### src/rtl/axi4_lite_write_arbiter.sv
// Round-robin arbiter that shares one AXI4-Lite write master port among NUM_REQ requesters.
// One transaction is in flight at a time; the AW and W channels are issued together and may complete in either order.
module axi4_lite_write_arbiter #(
  parameter int NUM_REQ   = 2,
  parameter int ADDR_SIZE = 2,
  parameter int DATA_SIZE = 32
) (
  input  logic                              clk_i,
  input  logic                              rst_clk_ni,

  input  logic [NUM_REQ*ADDR_SIZE-1:0]      req_address_i,
  input  logic [NUM_REQ*DATA_SIZE-1:0]      req_data_i,
  input  logic [NUM_REQ*(DATA_SIZE/8)-1:0]  req_strb_i,
  input  logic [NUM_REQ-1:0]                req_valid_i,
  output logic [NUM_REQ-1:0]                req_ready_o,
  output logic [1:0]                        req_response_o,
  output logic [NUM_REQ-1:0]                req_response_valid_o,
  input  logic [NUM_REQ-1:0]                req_response_ready_i,

  output logic [ADDR_SIZE-1:0]              write_address_o,
  output logic                              write_address_valid_o,
  input  logic                              write_address_ready_i,

  output logic [DATA_SIZE-1:0]              write_data_o,
  output logic [DATA_SIZE/8-1:0]            write_data_strb_o,
  output logic                              write_data_valid_o,
  input  logic                              write_data_ready_i,

  input  logic [1:0]                        write_response_i,
  input  logic                              write_response_valid_i,
  output logic                              write_response_ready_o,

  output logic [$clog2(NUM_REQ)-1:0]        grant_o,
  output logic                              busy_o
);

  localparam int STRB_SIZE  = DATA_SIZE / 8;
  localparam int GRANT_SIZE = $clog2(NUM_REQ);

  typedef enum logic [1:0] {
    IDLE   = 2'd0,
    ISSUE  = 2'd1,
    WAIT_B = 2'd2,
    RESP   = 2'd3
  } state_t;

  state_t                  state;
  logic [GRANT_SIZE-1:0]   ptr;
  logic [GRANT_SIZE-1:0]   grant_inc;

  logic [2*NUM_REQ-1:0]    valid_dbl;
  logic [NUM_REQ-1:0]      valid_rot;
  logic [GRANT_SIZE-1:0]   pick_idx;
  logic                    pick_found;
  int                      pick_sum;

  logic                    aw_fin;
  logic                    w_fin;

  // Rotating the doubled request vector by ptr puts the highest-priority requester at bit 0.
  assign valid_dbl = {req_valid_i, req_valid_i};
  assign valid_rot = NUM_REQ'(valid_dbl >> ptr);

  always_comb begin
    pick_found = 1'b0;
    pick_idx   = '0;
    pick_sum   = 0;
    for (int i = 0; i < NUM_REQ; i++) begin
      if (!pick_found && valid_rot[i]) begin
        pick_found = 1'b1;
        pick_sum   = int'(ptr) + i;
        if (pick_sum >= NUM_REQ) begin
          pick_sum = pick_sum - NUM_REQ;
        end
        pick_idx = GRANT_SIZE'(pick_sum);
      end
    end
  end

  assign grant_inc = (grant_o == GRANT_SIZE'(NUM_REQ - 1)) ? '0 : grant_o + GRANT_SIZE'(1);

  // A channel counts as finished once its valid has dropped or it handshakes this cycle.
  assign aw_fin = !write_address_valid_o || write_address_ready_i;
  assign w_fin  = !write_data_valid_o || write_data_ready_i;

  assign busy_o = (state != IDLE);

  always_ff @(posedge clk_i) begin
    if (!rst_clk_ni) begin
      state                  <= IDLE;
      ptr                    <= '0;
      grant_o                <= '0;
      req_ready_o            <= '0;
      req_response_o         <= 2'b00;
      req_response_valid_o   <= '0;
      write_address_o        <= '0;
      write_address_valid_o  <= 1'b0;
      write_data_o           <= '0;
      write_data_strb_o      <= '0;
      write_data_valid_o     <= 1'b0;
      write_response_ready_o <= 1'b0;
    end else begin
      req_ready_o <= '0;
      case (state)
        IDLE: begin
          if (pick_found) begin
            grant_o               <= pick_idx;
            write_address_o       <= req_address_i[pick_idx*ADDR_SIZE +: ADDR_SIZE];
            write_data_o          <= req_data_i[pick_idx*DATA_SIZE +: DATA_SIZE];
            write_data_strb_o     <= req_strb_i[pick_idx*STRB_SIZE +: STRB_SIZE];
            req_ready_o           <= NUM_REQ'(1) << pick_idx;
            write_address_valid_o <= 1'b1;
            write_data_valid_o    <= 1'b1;
            state                 <= ISSUE;
          end
        end
        ISSUE: begin
          if (write_address_valid_o && write_address_ready_i) begin
            write_address_valid_o <= 1'b0;
          end
          if (write_data_valid_o && write_data_ready_i) begin
            write_data_valid_o <= 1'b0;
          end
          if (aw_fin && w_fin) begin
            write_response_ready_o <= 1'b1;
            state                  <= WAIT_B;
          end
        end
        WAIT_B: begin
          if (write_response_valid_i) begin
            req_response_o         <= write_response_i;
            write_response_ready_o <= 1'b0;
            req_response_valid_o   <= NUM_REQ'(1) << grant_o;
            state                  <= RESP;
          end
        end
        RESP: begin
          if (|(req_response_valid_o & req_response_ready_i)) begin
            req_response_valid_o <= '0;
            ptr                  <= grant_inc;
            state                <= IDLE;
          end
        end
        default: state <= IDLE;
      endcase
    end
  end

endmodule

### config.mk
export PLATFORM = sky130hd
export DESIGN_NAME = axi4_lite_write_arbiter
export DESIGN_NICKNAME = d
export VERILOG_FILES = /design/src/rtl/axi4_lite_write_arbiter.sv
export SDC_FILE = /design/constraint.sdc
export NUM_CORES = 1
export LEC_CHECK = 0
export BUFFER_PORTS_ARGS = -buffer_cell sky130_fd_sc_hd__buf_2
export CORE_UTILIZATION = 46
export CTS_BUF_LIST = sky130_fd_sc_hd__clkbuf_4 sky130_fd_sc_hd__clkbuf_8
export DETAILED_ROUTE_END_ITERATION = 7
export GPL_TIMING_DRIVEN = 0
export PLACE_DENSITY = 0.9
export SLEW_MARGIN = 20
export SYNTH_ARGS = -nofsm -noshare
export SYNTH_HDL_FRONTEND = slang
export SYNTH_SLANG_ARGS = --single-unit
### constraint.sdc
create_clock -name clk_i -period 2 [get_ports clk_i]
set_input_delay 0.2 -clock clk_i [delete_from_list [all_inputs] [get_ports clk_i]]
set_output_delay 0.2 -clock clk_i [all_outputs]
set_load 0.02 [all_outputs]
==> summary.md, run 1 <==
| Metric | Value |
|---|---|
| Signal arrival time at the worst endpoint | `a little under 2000 ps` |
| Proportion of layout cells with a drive suffix above 1 | `roughly 48%` |
| Critical path, cell by cell | `inv_1 -> ha_1 -> inv_1 -> nor2_2 -> buf_2 -> buf_2 -> a211oi_2` |
| Worst VDD drop | `around 0.62 mV` |
| Worst setup slack for register-to-register paths | `approximately 180 ps` |
| Post-Synthesis Cell Area | `roughly 0.0025 mm2` |
| Synthesized-area fraction occupied by ao, oa, aoi and oai cells | `about a quarter` |
| Top cell family by delay on the critical path | `buffers and inverters` |
| Overall die width | `75.6 um` |
| Detail Route Antenna Nets | `0` |
| Type of element launching the critical path | `flip-flop` |
| Largest net degree at the start of global routing | `15` |
| Post-place setup slack | `roughly 200 ps` |
| Total Die Area | `approximately 0.0057 mm2` |
| Post-Synth Adder-Cell Area | `under 10%` |
| Share of synthesized flip-flops with an asynchronous set or reset | `0%` |
| I/O pin count | `between 100 and 150` |
| Worst Skew | `between 6 and 7 ps` |
| Max-capacitance violation count | `0` |
| R2r endpoint | `write_data_o[22]` |
| Simple-gate share of the synthesized area | `11.1%` |
| Core Footprint | `about 0.0052 mm2` |
| Startpoint of the most critical setup path | `state[0]` |
| Critical path peak fanout | `10` |
| Global Route Usage Sum | `20.0%` |
| Reg2reg start | `state[0]` |
| Wire length of the first global-routing pass | `~8800 um` |
| Final Wtd Congestion | `a little under 0.9` |
| Distinct cell type count after synthesis | `35` |
| Starting Density | `48.1%` |
| Overall Power | `slightly above 0.004 W` |
| DRC | `0` |
| Sequential element share of the synthesized area | `41.0%` |
| Seq. cell area | `between 0.001 and 0.0015 mm2` |
| Hold wc startpoint | `write_response_i[0]` |
| Setup-failing EPs final | `0` |
| Cells after DPL | `about 450` |
| Setup fix buffers added after clock tree synthesis | `0` |
| Tightest slew margin relative to the limit | `a little under three fifths` |
| Crit share post-route | `about nine tenths` |
| Overall overflow remaining after global route | `0` |
| Total of buffers placed on input and output ports | `approximately 140` |
| Via count of the routed design | `2341` |
| Areal power density over the cells | `approximately 1200 mW/mm2` |
| Number of buffer and inverter stages on the critical path | `4` |
| Net Switching | `0.00173 W` |
| Most used flip-flop cell after synthesis | `sky130_fd_sc_hd__dfxtp_1` |
| Critical Path Stages | `7` |
| End point of the critical path | `write_data_o[22]` |
| Signed area change from the synthesized netlist to the final layout | `34.2%` |
| Number of clock sinks seen by CTS | `approximately 50` |
| CTS root buffer | `sky130_fd_sc_hd__clkbuf_8` |
| Sequential group share of total power | `roughly 37%` |
| Most repeated cell in the gate-level netlist after synthesis | `sky130_fd_sc_hd__dfxtp_1` |
| Area of combinational cells with multiple inputs | `between 0.001 and 0.0015 mm2` |
| Initial antenna violation count | `0` |
| Share of cell area taken by muxes after synthesis | `16.1%` |
| Library cell occupying the most area in the post-synthesis netlist | `sky130_fd_sc_hd__dfxtp_1` |
| Per-instance average area after synthesis | `10.2 um2` |
| Per-cell via count in the routed design | `approximately 5` |
| Non-filler cells, final | `about 460` |
| H-tree depth | `2` |
| Proportion of power drawn by combinational gates | `about half` |
| Total nets after synthesis | `336` |
| Number of buffers inserted by hold repair at cts | `0` |
| Number of nets in the finished design | `about 480` |
| Type of the worst min-delay path | `input pin to flip-flop` |
| Kind of critical path | `flip-flop to flip-flop` |
| Final wirelength | `approximately 6000 um` |
| Antenna cells | `0` |
| Static Leakage | `about 1.7 nW` |
| Die extent in y | `about 76 um` |
| Nature of the critical path endpoint | `flip-flop` |
| Sw frac | `between 40 and 50%` |
| Site row count | `26` |
| Unrepaired setup endpoints after global routing | `no` |
| Filler instances | `approximately 450` |
| R2r worst-path depth | `7` |
| Clock network power share | `14.5%` |
| Outcome | `finished, final reports clean` |
| Clock slew at reported path FFs | `around 90 ps` |
| Final hold vios | `0` |
| Internal Pwr Total | `0.00236 W` |
| Synthesis warning total | `0` |
| Shortest clock period the worst path allows after layout | `1820 ps` |
| Cell count after synthesis | `roughly 240` |
| Worst EP required | `2160 ps` |
| Synthesized flop and latch total | `51` |
| Setup TNS | `0 ps` |
| Insertion delay to the later sink of the worst-skew pair | `300 ps` |
| Leading post-synthesis cells by cell area | `sky130_fd_sc_hd__dfxtp_1, sky130_fd_sc_hd__mux2i_1, sky130_fd_sc_hd__a211oi_2` |
| Cell type of the slowest stage on the worst timing path | `sky130_fd_sc_hd__dfxtp_1` |
| Total CTS buffers | `5` |
| Combinational family with the most area after synthesis | `compound AO/OA/AOI/OAI gates` |
| HPWL after detailed placement | `4700 um` |
| Clock tree from TritonCTS | `built` |
| Tightest Pin Transition | `662 ps` |
| Number of design-rule violations left by the first detailed-router iteration | `32` |
| F_max | `550 MHz` |
| Drt wl/cell | `13.1 um` |
| Maximum root-to-sink buffer count | `2` |
| Via count of the first global-routing pass | `2137` |
| Worst-case setup margin in the final layout | `roughly 180 ps` |
| Slowest stage delay, CP | `approximately 350 ps` |
| Post-synth top area share | `between 40% and 50%` |
| Synth cell count leaders | `sky130_fd_sc_hd__dfxtp_1, sky130_fd_sc_hd__nor2_1, sky130_fd_sc_hd__mux2i_1` |
| Number of iterations in the first detailed-routing pass | `4` |
| Cts repair resizes | `0` |
| Slew Limit Fails | `0` |
| Number of enable-type register cells in the synthesized netlist | `0` |
| XOR/XNOR share of the synthesized area | `0%` |
## how the worst min path moves through the flow
stage | end | slack (ps) | cells after the start
4_1_cts | req_response_o[0] | 150 | 3
2_1_floorplan | write_response_ready_o | 310 | 1
3_3_place_gp | req_response_o[0] | 440 | 2
3_5_place_dp | req_response_o[1] | 450 | 2
6_report | req_response_o[0] | 160 | 3
5_1_grt | req_response_o[0] | 160 | 3
## cell usage in the layout, fill, tap and decap left out, drive strengths merged, types with 2 or more instances in the layout
cell / n
a2bb2oi: 2
mux2i: 40
ha: 5
a211oi: 38
buf: 145
nor2: 46
a22oi: 2
nand3: 6
o21ai: 4
nor2b: 3
nand2: 5
clkbuf: 13
a21oi: 7
dfxtp: 51
inv: 8
## kinds of logic (layout without fill, tap and decap cells)
family          Yosys count  in the layout
compound gates           58             58
fa+ha+maj                 5              5
buf+inv                  25            167
flops                    51             51
mux                      40             40
simple gates             65             65
## tightest hold or removal path, stage by stage
cell	delay, ps
sky130_fd_sc_hd__buf_2	100
sky130_fd_sc_hd__nand3_1	50
sky130_fd_sc_hd__a21oi_1	60
## layer usage
| layer | global-route usage [%] | vias to the layer above | routed length, um |
|---|---|---|---|
| li1 | - | 1154 | - |
| met1 | 21.8 | 1104 | 2580 |
| met2 | 38.5 | 79 | 3080 |
| met3 | 4.63 | 4 | 269 |
| met4 | 5.56 | 0 | 54 |
| met5 | 0 | - | 0 |
## sequential cells by signal (all words and copies together) (netlist names)
signal and flops:
write_data_strb_o 4, write_address_valid_o 1, req_response_valid_o 2, write_address_o 2
write_response_ready_o 1, req_response_o 2, ptr 1, req_ready_o 2
state 2, write_data_o 32, grant_o 1, write_data_valid_o 1
## final cells by class
| type | instances | area share (%) |
|---|---|---|
| plain buffers | 17 | 3.60 |
| clock buffers | 6 | 2.47 |
| clock inverters | 1 | 0.150 |
| inverters | 8 | 0.899 |
| multi-input cells | 168 | 39.5 |
| flip-flops and latches | 51 | 30.6 |
| well taps | 70 | 2.62 |
| repair buffers | 135 | 20.2 |
## power by group through the flow
stage	registers, W	clock network, W	logic, W
final	0.00151	0.000593	0.00199
after global routing	0.00155	0.000653	0.00218
after CTS	0.00151	0.000619	0.00201
after detailed placement	0.00153	0	0.00201
after global placement	0.00152	0	0.00196
after floorplan	0.00192	0	0.00100
## through the flow
step | cell area (um2) | hold WS (ps) | util [%]
finish | 3340 | 158 | 64.6
global route | 3340 | 160 | 64.6
CTS | 3340 | 148 | 64.6
detailed placement | 3250 | 453 | 62.9
global placement | 3250 | 441 | 62.9
floorplan | 2490 | 313 | -
(Power assumes the default switching activity.)
==> run 2: changes to the inputs <==
--- a/config.mk
+++ b/config.mk
@@ -7,9 +7,9 @@
 export LEC_CHECK = 0
 export BUFFER_PORTS_ARGS = -buffer_cell sky130_fd_sc_hd__buf_2
-export CORE_UTILIZATION = 46
+export CORE_UTILIZATION = 50
 export CTS_BUF_LIST = sky130_fd_sc_hd__clkbuf_4 sky130_fd_sc_hd__clkbuf_8
 export DETAILED_ROUTE_END_ITERATION = 7
 export GPL_TIMING_DRIVEN = 0
-export PLACE_DENSITY = 0.9
+export PLACE_DENSITY = 0.95
 export SLEW_MARGIN = 20
 export SYNTH_ARGS = -nofsm -noshare
==> constraint.sdc (replaced) <==
create_clock -name clk_i -period 2.21 [get_ports clk_i]
set_input_delay 0.1105 -clock clk_i [delete_from_list [all_inputs] [get_ports clk_i]]
set_output_delay 0.1105 -clock clk_i [all_outputs]
set_load 0.02 [all_outputs]
==> summary.md, run 2 (synthesis gave the netlist of run 1 again) <==
| Metric | Value |
|---|---|
| Outcome | `finished, final reports clean` |
| Critical path peak fanout | `10` |
| Insertion delay to the later sink of the worst-skew pair | `approximately 290 ps` |
| Clock tree from TritonCTS | `built` |
| Largest registers | `write_data_o x32, write_data_strb_o x4` |
| Number of iterations in the first detailed-routing pass | `4` |
| Critical path, cell by cell | `inv_1 -> ha_1 -> inv_1 -> nor2_2 -> buf_2 -> buf_2 -> a211oi_2` |
| Setup-failing EPs final | `0` |
| Total CTS buffers | `5` |
| Register with the most flip-flops | `write_data_o` |
| Via count of the routed design | `~2300` |
| Wire length of the first global-routing pass | `9290 um` |
| Cell type of the slowest stage on the worst timing path | `sky130_fd_sc_hd__dfxtp_1` |
| Crit share post-route | `between 80 and 90%` |
| Clock slew at reported path FFs | `~90 ps` |
| Number of buffer and inverter stages on the critical path | `4` |
| Signal arrival time at the worst endpoint | `between 1500 and 2000 ps` |
| Kind of critical path | `flip-flop to flip-flop` |
| Final standard cell utilization of the core | `a little over two thirds` |
| Worst Hold Path Cells | `3` |
| Overall overflow remaining after global route | `0` |
| Die extent in y | `roughly 73 um` |
| Detail Route Antenna Nets | `0` |
| Worst VDD drop | `0.507 mV` |
| Antenna cells | `0` |
| Initial antenna violation count | `0` |
| Commonest non-fill, non-tap cells in the layout | `sky130_fd_sc_hd__buf_2, sky130_fd_sc_hd__dfxtp_1, sky130_fd_sc_hd__nor2_1` |
| H-tree depth | `2` |
| CTS root buffer | `sky130_fd_sc_hd__clkbuf_8` |
| Final hold vios | `0` |
| Top cell family by delay on the critical path | `buffers and inverters` |
| Type of element launching the critical path | `flip-flop` |
| Number of nets in the finished design | `~480` |
| Cts repair resizes | `0` |
| HPWL after detailed placement | `approximately 4900 um` |
| I/O pin count | `between 100 and 150` |
| Final wirelength | `6030 um` |
| Largest net degree at the start of global routing | `16` |
| Filler instances | `between 300 and 400` |
| Number of buffers inserted by hold repair at cts | `0` |
| Critical Path Stages | `7` |
| Per-cell via count in the routed design | `a little over 5` |
| R2r worst-path depth | `7` |
| Static Leakage | `1.71 nW` |
| DRC | `0` |
| Type of the worst min-delay path | `input pin to flip-flop` |
| Site row count | `25` |
| F_max | `between 500 and 600 MHz` |
| Unrepaired setup endpoints after global routing | `no` |
| Worst Skew | `between 3 and 4 ps` |
| Setup TNS | `0 ps` |
| Setup fix buffers added after clock tree synthesis | `0` |
| Worst EP required | `between 2000 and 2500 ps` |
| Final Wtd Congestion | `a little over 0.8` |
| Tightest Pin Transition | `approximately 700 ps` |
| Via count of the first global-routing pass | `between 2000 and 2500` |
| Core Footprint | `about 0.0048 mm2` |
| Number of design-rule violations left by the first detailed-router iteration | `just over 40` |
| Slew Limit Fails | `0` |
| Largest register FFs | `32` |
| Nature of the critical path endpoint | `flip-flop` |
| Placed standard-cell area | `0.00325 mm2` |
| Post-route design area | `0.00334 mm2` |
| Leading cell type in the layout, fill and taps excluded | `sky130_fd_sc_hd__buf_2` |
| Maximum root-to-sink buffer count | `2` |
| Drt wl/cell | `between 10 and 15 um` |
| Starting Density | `52.3%` |
| Total of buffers placed on input and output ports | `~140` |
| Areal power density over the cells | `about 1100 mW/mm2` |
| Global Route Usage Sum | `22.6%` |
| Total Die Area | `between 0.005 and 0.006 mm2` |
| Overall die width | `72.6 um` |
| Shortest clock period the worst path allows after layout | `1830 ps` |
| Slowest stage delay, CP | `roughly 360 ps` |
| Max-capacitance violation count | `0` |
| Tightest slew margin relative to the limit | `a little over half` |
| Proportion of layout cells with a drive suffix above 1 | `48.3%` |
| Number of clock sinks seen by CTS | `a little over 50` |
| Signed area change from the synthesized netlist to the final layout | `34.1%` |
[run 2: cell count changes in the layout (fill, tap and decap cells not counted), sizes merged]
cell	delta
clkinvlp	+1
[run 2: final timing paths]
path	from	end	slack [ps]
worst min-delay path	write_response_i[0]	req_response_o[0]	60
worst max-delay path	state[0]	write_data_o[28]	380
worst min register to register	req_response_o[0]	req_response_o[0]	460
worst max register to register	state[0]	write_data_o[28]	380
[run 2: stage by stage]
stage	setup WS (ps)	hold slack, ps	cells	power [W]
finish	385	64.6	454	0.00371
global route	230	80.3	454	0.00395
CTS	359	54.5	454	0.00374
detailed placement	377	373	446	0.00322
global placement	463	366	446	0.00313
floorplan	638	224	244	0.00264
[run 2: layout make-up]
| cell class | count | area [um2] | share of cell area (%) |
|---|---|---|---|
| multi-input combinational | 168 | 1320 | 39.5 |
| timing repair buffer | 135 | 676 | 20.2 |
| tap | 67 | 83.8 | 2.51 |
| buffer | 17 | 120 | 3.60 |
| inverter | 8 | 30.0 | 0.900 |
| clock buffer | 6 | 76.3 | 2.29 |
| clock inverter | 2 | 12.5 | 0.375 |
| sequential | 51 | 1020 | 30.6 |
[run 2: worst reg2reg max path: cells and delay by family, from the launching register on]
family / cells / cell delay, ps
AOI/OAI and AO/OA: 1 / 110
DFF: 1 / 360
and+or+nand+nor: 1 / 240
buffers and inverters: 4 / 800
adders and majority gates: 1 / 180
[run 2: layer usage]
metal	vias up	wire (um)	GRT usage [%]
met5	-	0	0
met4	0	83	8.06
met3	8	405	4.86
met2	92	3110	42.5
met1	1074	2430	24.8
li1	1153	-	-
[run 2: report_power, final]
part	total (W)	internal, W	switching (W)	leakage [nW]
combinational	0.00181	0.000675	0.00114	1.25
sequential	0.00137	0.00122	0.000155	0.422
clock	0.000524	0.000234	0.000290	0.0446
